[config.mk]
export PLATFORM = sky130hd
export DESIGN_NAME = bird_column_ctrl
export DESIGN_NICKNAME = d
export VERILOG_FILES = /design/src/rtl/bird_column_ctrl.sv
export SDC_FILE = /design/constraint.sdc
export NUM_CORES = 1
export LEC_CHECK = 0
export ABC_CLOCK_PERIOD_IN_PS = 2100
export CAP_MARGIN = 15
export CORE_ASPECT_RATIO = 1.5
export CORE_MARGIN = 2
export CORE_UTILIZATION = 37
export CTS_CLUSTER_DIAMETER = 50
export DETAILED_ROUTE_END_ITERATION = 16
export MAX_ROUTING_LAYER = met4
export PLACE_DENSITY = 0.73
export SYNTH_ARGS = -nofsm -noshare
export SYNTH_HDL_FRONTEND = slang
export SYNTH_SLANG_ARGS = --single-unit
[constraint.sdc]
create_clock -name clock -period 2.1 [get_ports clock]
set_clock_uncertainty 0.05 [all_clocks]
set_input_delay 0.42 -clock clock [delete_from_list [all_inputs] [get_ports clock]]
set_output_delay 0.42 -clock clock [all_outputs]
set_load 0.1 [all_outputs]
[src/rtl/bird_column_ctrl.sv]
// Bird column controller: tick divider, flap edge capture, IDLE/PLAY/DEAD game FSM.
// Optional macro BIRD_BLINK_EN blinks the bird LED while DEAD.
module bird_column_ctrl #(
    parameter int unsigned ROWS      = 8,
    parameter int unsigned TICK_DIV  = 1792,
    parameter int unsigned FLAP_ROWS = 2,
    parameter int unsigned START_ROW = 4
) (
    input  logic            clock,
    input  logic            reset,
    input  logic            flap,
    input  logic [ROWS-1:0] pipeMask,
    output logic [ROWS-1:0] birdRow,
    output logic            dead,
    output logic            tick
);

    localparam int unsigned PW = $clog2(ROWS);
    localparam int unsigned CW = (TICK_DIV > 2) ? $clog2(TICK_DIV) : 1;

    typedef enum logic [1:0] {
        IDLE = 2'd0,
        PLAY = 2'd1,
        DEAD = 2'd2
    } state_t;

    state_t          state, state_n;
    logic [PW-1:0]   pos, pos_n;
    logic [CW-1:0]   cnt;
    logic            flap_q;
    logic            pending;
    logic            rise;
    logic            pend_eff;
    logic [PW:0]     flap_sum;

    assign rise     = flap & ~flap_q;
    assign pend_eff = pending | rise;
    assign flap_sum = {1'b0, pos} + (PW+1)'(FLAP_ROWS);

    // Tick divider and flap edge/pending capture; a tick consumes any pending flap.
    always_ff @(posedge clock) begin
        if (reset) begin
            cnt     <= '0;
            flap_q  <= 1'b0;
            pending <= 1'b0;
        end else begin
            cnt     <= tick ? '0 : cnt + CW'(1);
            flap_q  <= flap;
            pending <= tick ? 1'b0 : pend_eff;
        end
    end

    // State register
    always_ff @(posedge clock) begin
        if (reset) begin
            state <= IDLE;
            pos   <= PW'(START_ROW);
        end else begin
            state <= state_n;
            pos   <= pos_n;
        end
    end

    // Next-state: pipe collision beats any same-cycle tick move
    always_comb begin
        state_n = state;
        pos_n   = pos;
        case (state)
            IDLE: begin
                if (tick && pend_eff)
                    state_n = PLAY;
            end
            PLAY: begin
                if (pipeMask[pos]) begin
                    state_n = DEAD;
                end else if (tick) begin
                    if (pend_eff)
                        pos_n = (flap_sum > (PW+1)'(ROWS-1)) ? PW'(ROWS-1) : flap_sum[PW-1:0];
                    else if (pos == '0)
                        state_n = DEAD;
                    else
                        pos_n = pos - PW'(1);
                end
            end
            DEAD: begin
                if (tick && pend_eff) begin
                    state_n = IDLE;
                    pos_n   = PW'(START_ROW);
                end
            end
            default: begin
                state_n = IDLE;
                pos_n   = PW'(START_ROW);
            end
        endcase
    end

`ifdef BIRD_BLINK_EN
    logic blink_q;

    // Blink phase restarts dark-on-next-tick each time DEAD is entered
    always_ff @(posedge clock) begin
        if (reset || state != DEAD)
            blink_q <= 1'b0;
        else if (tick)
            blink_q <= ~blink_q;
    end
`endif

    // Outputs decoded from registered state, position and counter
    always_comb begin
        tick    = (cnt == CW'(TICK_DIV - 1));
        dead    = (state == DEAD);
        birdRow = ROWS'(1) << pos;
`ifdef BIRD_BLINK_EN
        if (dead && blink_q)
            birdRow = '0;
`endif
    end

endmodule

==> results_dict.tcl <==
set metrics [dict create \
    gp_congestion 0.826 \
    post-route-min-period_ns 2.00 \
    syn_to_final_growth_pct 48.6 \
    drt_pass1_iterations 4 \
    die_height_um 68.9 \
    htree_levels 1 \
    min_delay_path_depth 1 \
    min-delay-start "cnt[0]$_SDFF_PP0_" \
    reg2reg_to "pos[0]$_SDFFE_PP0P_" \
    hold_path_end "cnt[0]$_SDFF_PP0_" \
    setup_violations 0 \
    cts_buffers 3 \
    drv_slew 0 \
    worstRegToRegCells 5 \
    finalCritPeriodShare_pct 95.1 \
    outcome "finished, final reports clean" \
    core_um2 2680 \
    synth_area_um2 1040 \
    yosys-top-cells-area "dfxtp_1 35%, ha_1 7.2%, nor2_1 6.1%" \
    wl_per_cell_um 13.1 \
    grt_max_degree 16 \
    antenna_cells 0 \
    end_kind "flip-flop" \
    async_flop_share_pct 0 \
    path_clk_slew_ns 0.07 \
    row_count 23 \
    fmax_ghz 0.501 \
    synth_edf_count 0 \
    crit_fanout 3 \
    die_w_um 47.3 \
    hold_violations 0 \
    yosysUniqueCellTypes 34 \
    clock_path_buffers 2 \
    numPortBuffers 20 \
    totalWireLength_mm 2.41 \
    grt.total_usage_pct 17.8 \
    hpwl_mm 1.82 \
    synth.most_common_cell "dfxtp_1" \
    synth_ff_type "dfxtp_1" \
    avgSynthCellArea_um2 8.65 \
    cts_tree "yes" \
    hold_class "reg2reg" \
    synthCells 120 \
    maxCapViolCount 0 \
    clock_sinks 18 \
    fin_area_um2 1540 \
    initial_core_util_pct 38.8 \
    place_area_um2 1440 \
    drtIter0Drc 23 \
    vias 929 \
    netlist.area_leader.share_pct 34.7 \
    drc_errors 0 \
    regArea_um2 363 \
    fillers 237 \
    vdd_drop_max_mv 0.364 \
    cp.arrival_ns 2.10 \
    synth.top_cells.by_count "18 x dfxtp_1, 17 x nor2_1, 9 x nand3_1, 9 x nor2b_1, 8 x inv_1" \
    root_buffer "clkbuf_8" \
    r2r_slack_ns 0.17 \
    multi_input_area_um2 689 \
    critPathRequiredTime_ns 2.21 \
    nNetsFinal 165 \
    path_class "in2reg" \
    die-area_um2 3260 \
    synth_fp_nets 137 \
    io_pins 21 \
    routed_via_density 5.05 \
    drive_gt1_share_pct 26.5 \
    crit_path_start_kind "input pin" \
    post-synth-top-area-cell "dfxtp_1" \
    grt_pass1_vias 937 \
    insertion_delay_ns 0.26 \
    power_density_nw_per_um2 459 \
    timing.slew.headroom_pct 66.4 \
    grt-ovfl-total 0 \
    utilization_pct 57.6 \
    grt_pass1_wl_mm 3.92 \
    ys_seq_area_share_pct 34.7 \
    ant_nets 0 \
    yosysWarnings 0 \
    leakagePower_uw 0.000609 \
    antenna_found_initial 0 \
    r2r-start "pos[0]$_SDFFE_PP0P_" \
    tightest_slew_ns 0.503 \
    ys_ff_latch 18 \
]
-- cells in the final DEF (no fill, tap or decap), types with 2 or more instances in the layout --
cell	n
inv_1	8
nand3_1	9
ha_1	5
xnor2_1	6
nor2b_1	4
nor2b_2	5
mux2i_1	2
xor2_1	2
nor2_1	17
a31oi_1	2
a21oi_1	3
clkdlybuf4s50_1	6
buf_12	10
nand2_1	7
o21ai_0	2
dfxtp_1	16
clkbuf_8	4
dlymetal6s2s_1	4
buf_4	5
nand2b_1	2
and2_1	5
dfxtp_2	2
-- where the power goes --
part	total, µW	internal, µW	switching, µW
Combinational	65.8	36.8	29.1
Clock	285	167	119
Sequential	357	350	7.56
Total	708	553	155
-- routing by layer --
layer  GRT usage [%]  wire (µm)  vias up
li1                -          -      463
met1            16.0        900      428
met2            33.1       1320       30
met3            2.60         92        8
met4            10.8         98        0
met5               -          0        -
-- state kept, by name, indices dropped and copies added, names as in the netlist --
register	cells
pending	1
state	2
pos	3
flap_q	1
cnt	11
-- final cells by class --
type	count	area share, %
Sequential cell	18	23.5
Timing Repair Buffer	26	23.3
Tap cell	37	3.00
Clock buffer	4	3.57
Multi-Input combinational cell	91	44.7
Inverter	8	1.95
-- repair_timing --
| item | CTS | global route |
|---|---|---|
| gates resized for setup | 1 | 10 |
| setup buffers | 1 | 0 |
| endpoints found under the setup margin | 1 | 11 |
| hold buffers | 0 | 0 |
| pin swaps | 1 | 4 |
-- metrics by stage --
| step | cells | power (µW) | hold slack [ns] | setup WS, ns | setup TNS (ns) |
|---|---|---|---|---|---|
| after global placement | 179 | 425 | 0.388 | -0.122 | -0.319 |
| after floorplan | 120 | 398 | 0.382 | -0.605 | -2.92 |
| after CTS | 184 | 713 | 0.412 | 0.0772 | 0 |
| after detailed placement | 179 | 428 | 0.402 | -0.194 | -0.467 |
| after global routing | 184 | 740 | 0.428 | -0.000779 | -0.000779 |
| final | 184 | 708 | 0.406 | 0.103 | 0 |
-- worst max path at each step --
stage               depth (start not counted)              start  slack [ns]               endpoint
finish                                      6        pipeMask[5]        0.10    pos[0]$_SDFFE_PP0P_
CTS                                         6        pipeMask[3]        0.08    pos[1]$_SDFFE_PP0P_
global placement                            6        pipeMask[3]       -0.12    pos[1]$_SDFFE_PP0P_
floorplan                                   6  cnt[1]$_SDFF_PP0_       -0.61  state[0]$_SDFFE_PP0P_
detailed placement                          6        pipeMask[3]       -0.19    pos[1]$_SDFFE_PP0P_
global route                                6        pipeMask[5]     -0.0008    pos[0]$_SDFFE_PP0P_
-- worst max-delay path: stages --
cell and delay [ns]:
clkdlybuf4s50_1 0.41, mux4_1 0.51, nand2b_1 0.21, o21ai_4 0.11
a41oi_2 0.15, a2111oi_2 0.29
-- logic make-up (layout without fill, tap and decap cells) --
group           count (synthesis)  in the layout  synth area share, %
compound gates                 14             14                 10.0
xor+xnor                        8              8                 6.75
buf+inv                        11             38                 3.98
fa+ha+maj                       6              6                 7.23
flops                          18             18                 34.7
simple gates                   58             58                 29.6
mux                             5              5                 7.71
Note: power is estimated with default switching activity, not from simulation.
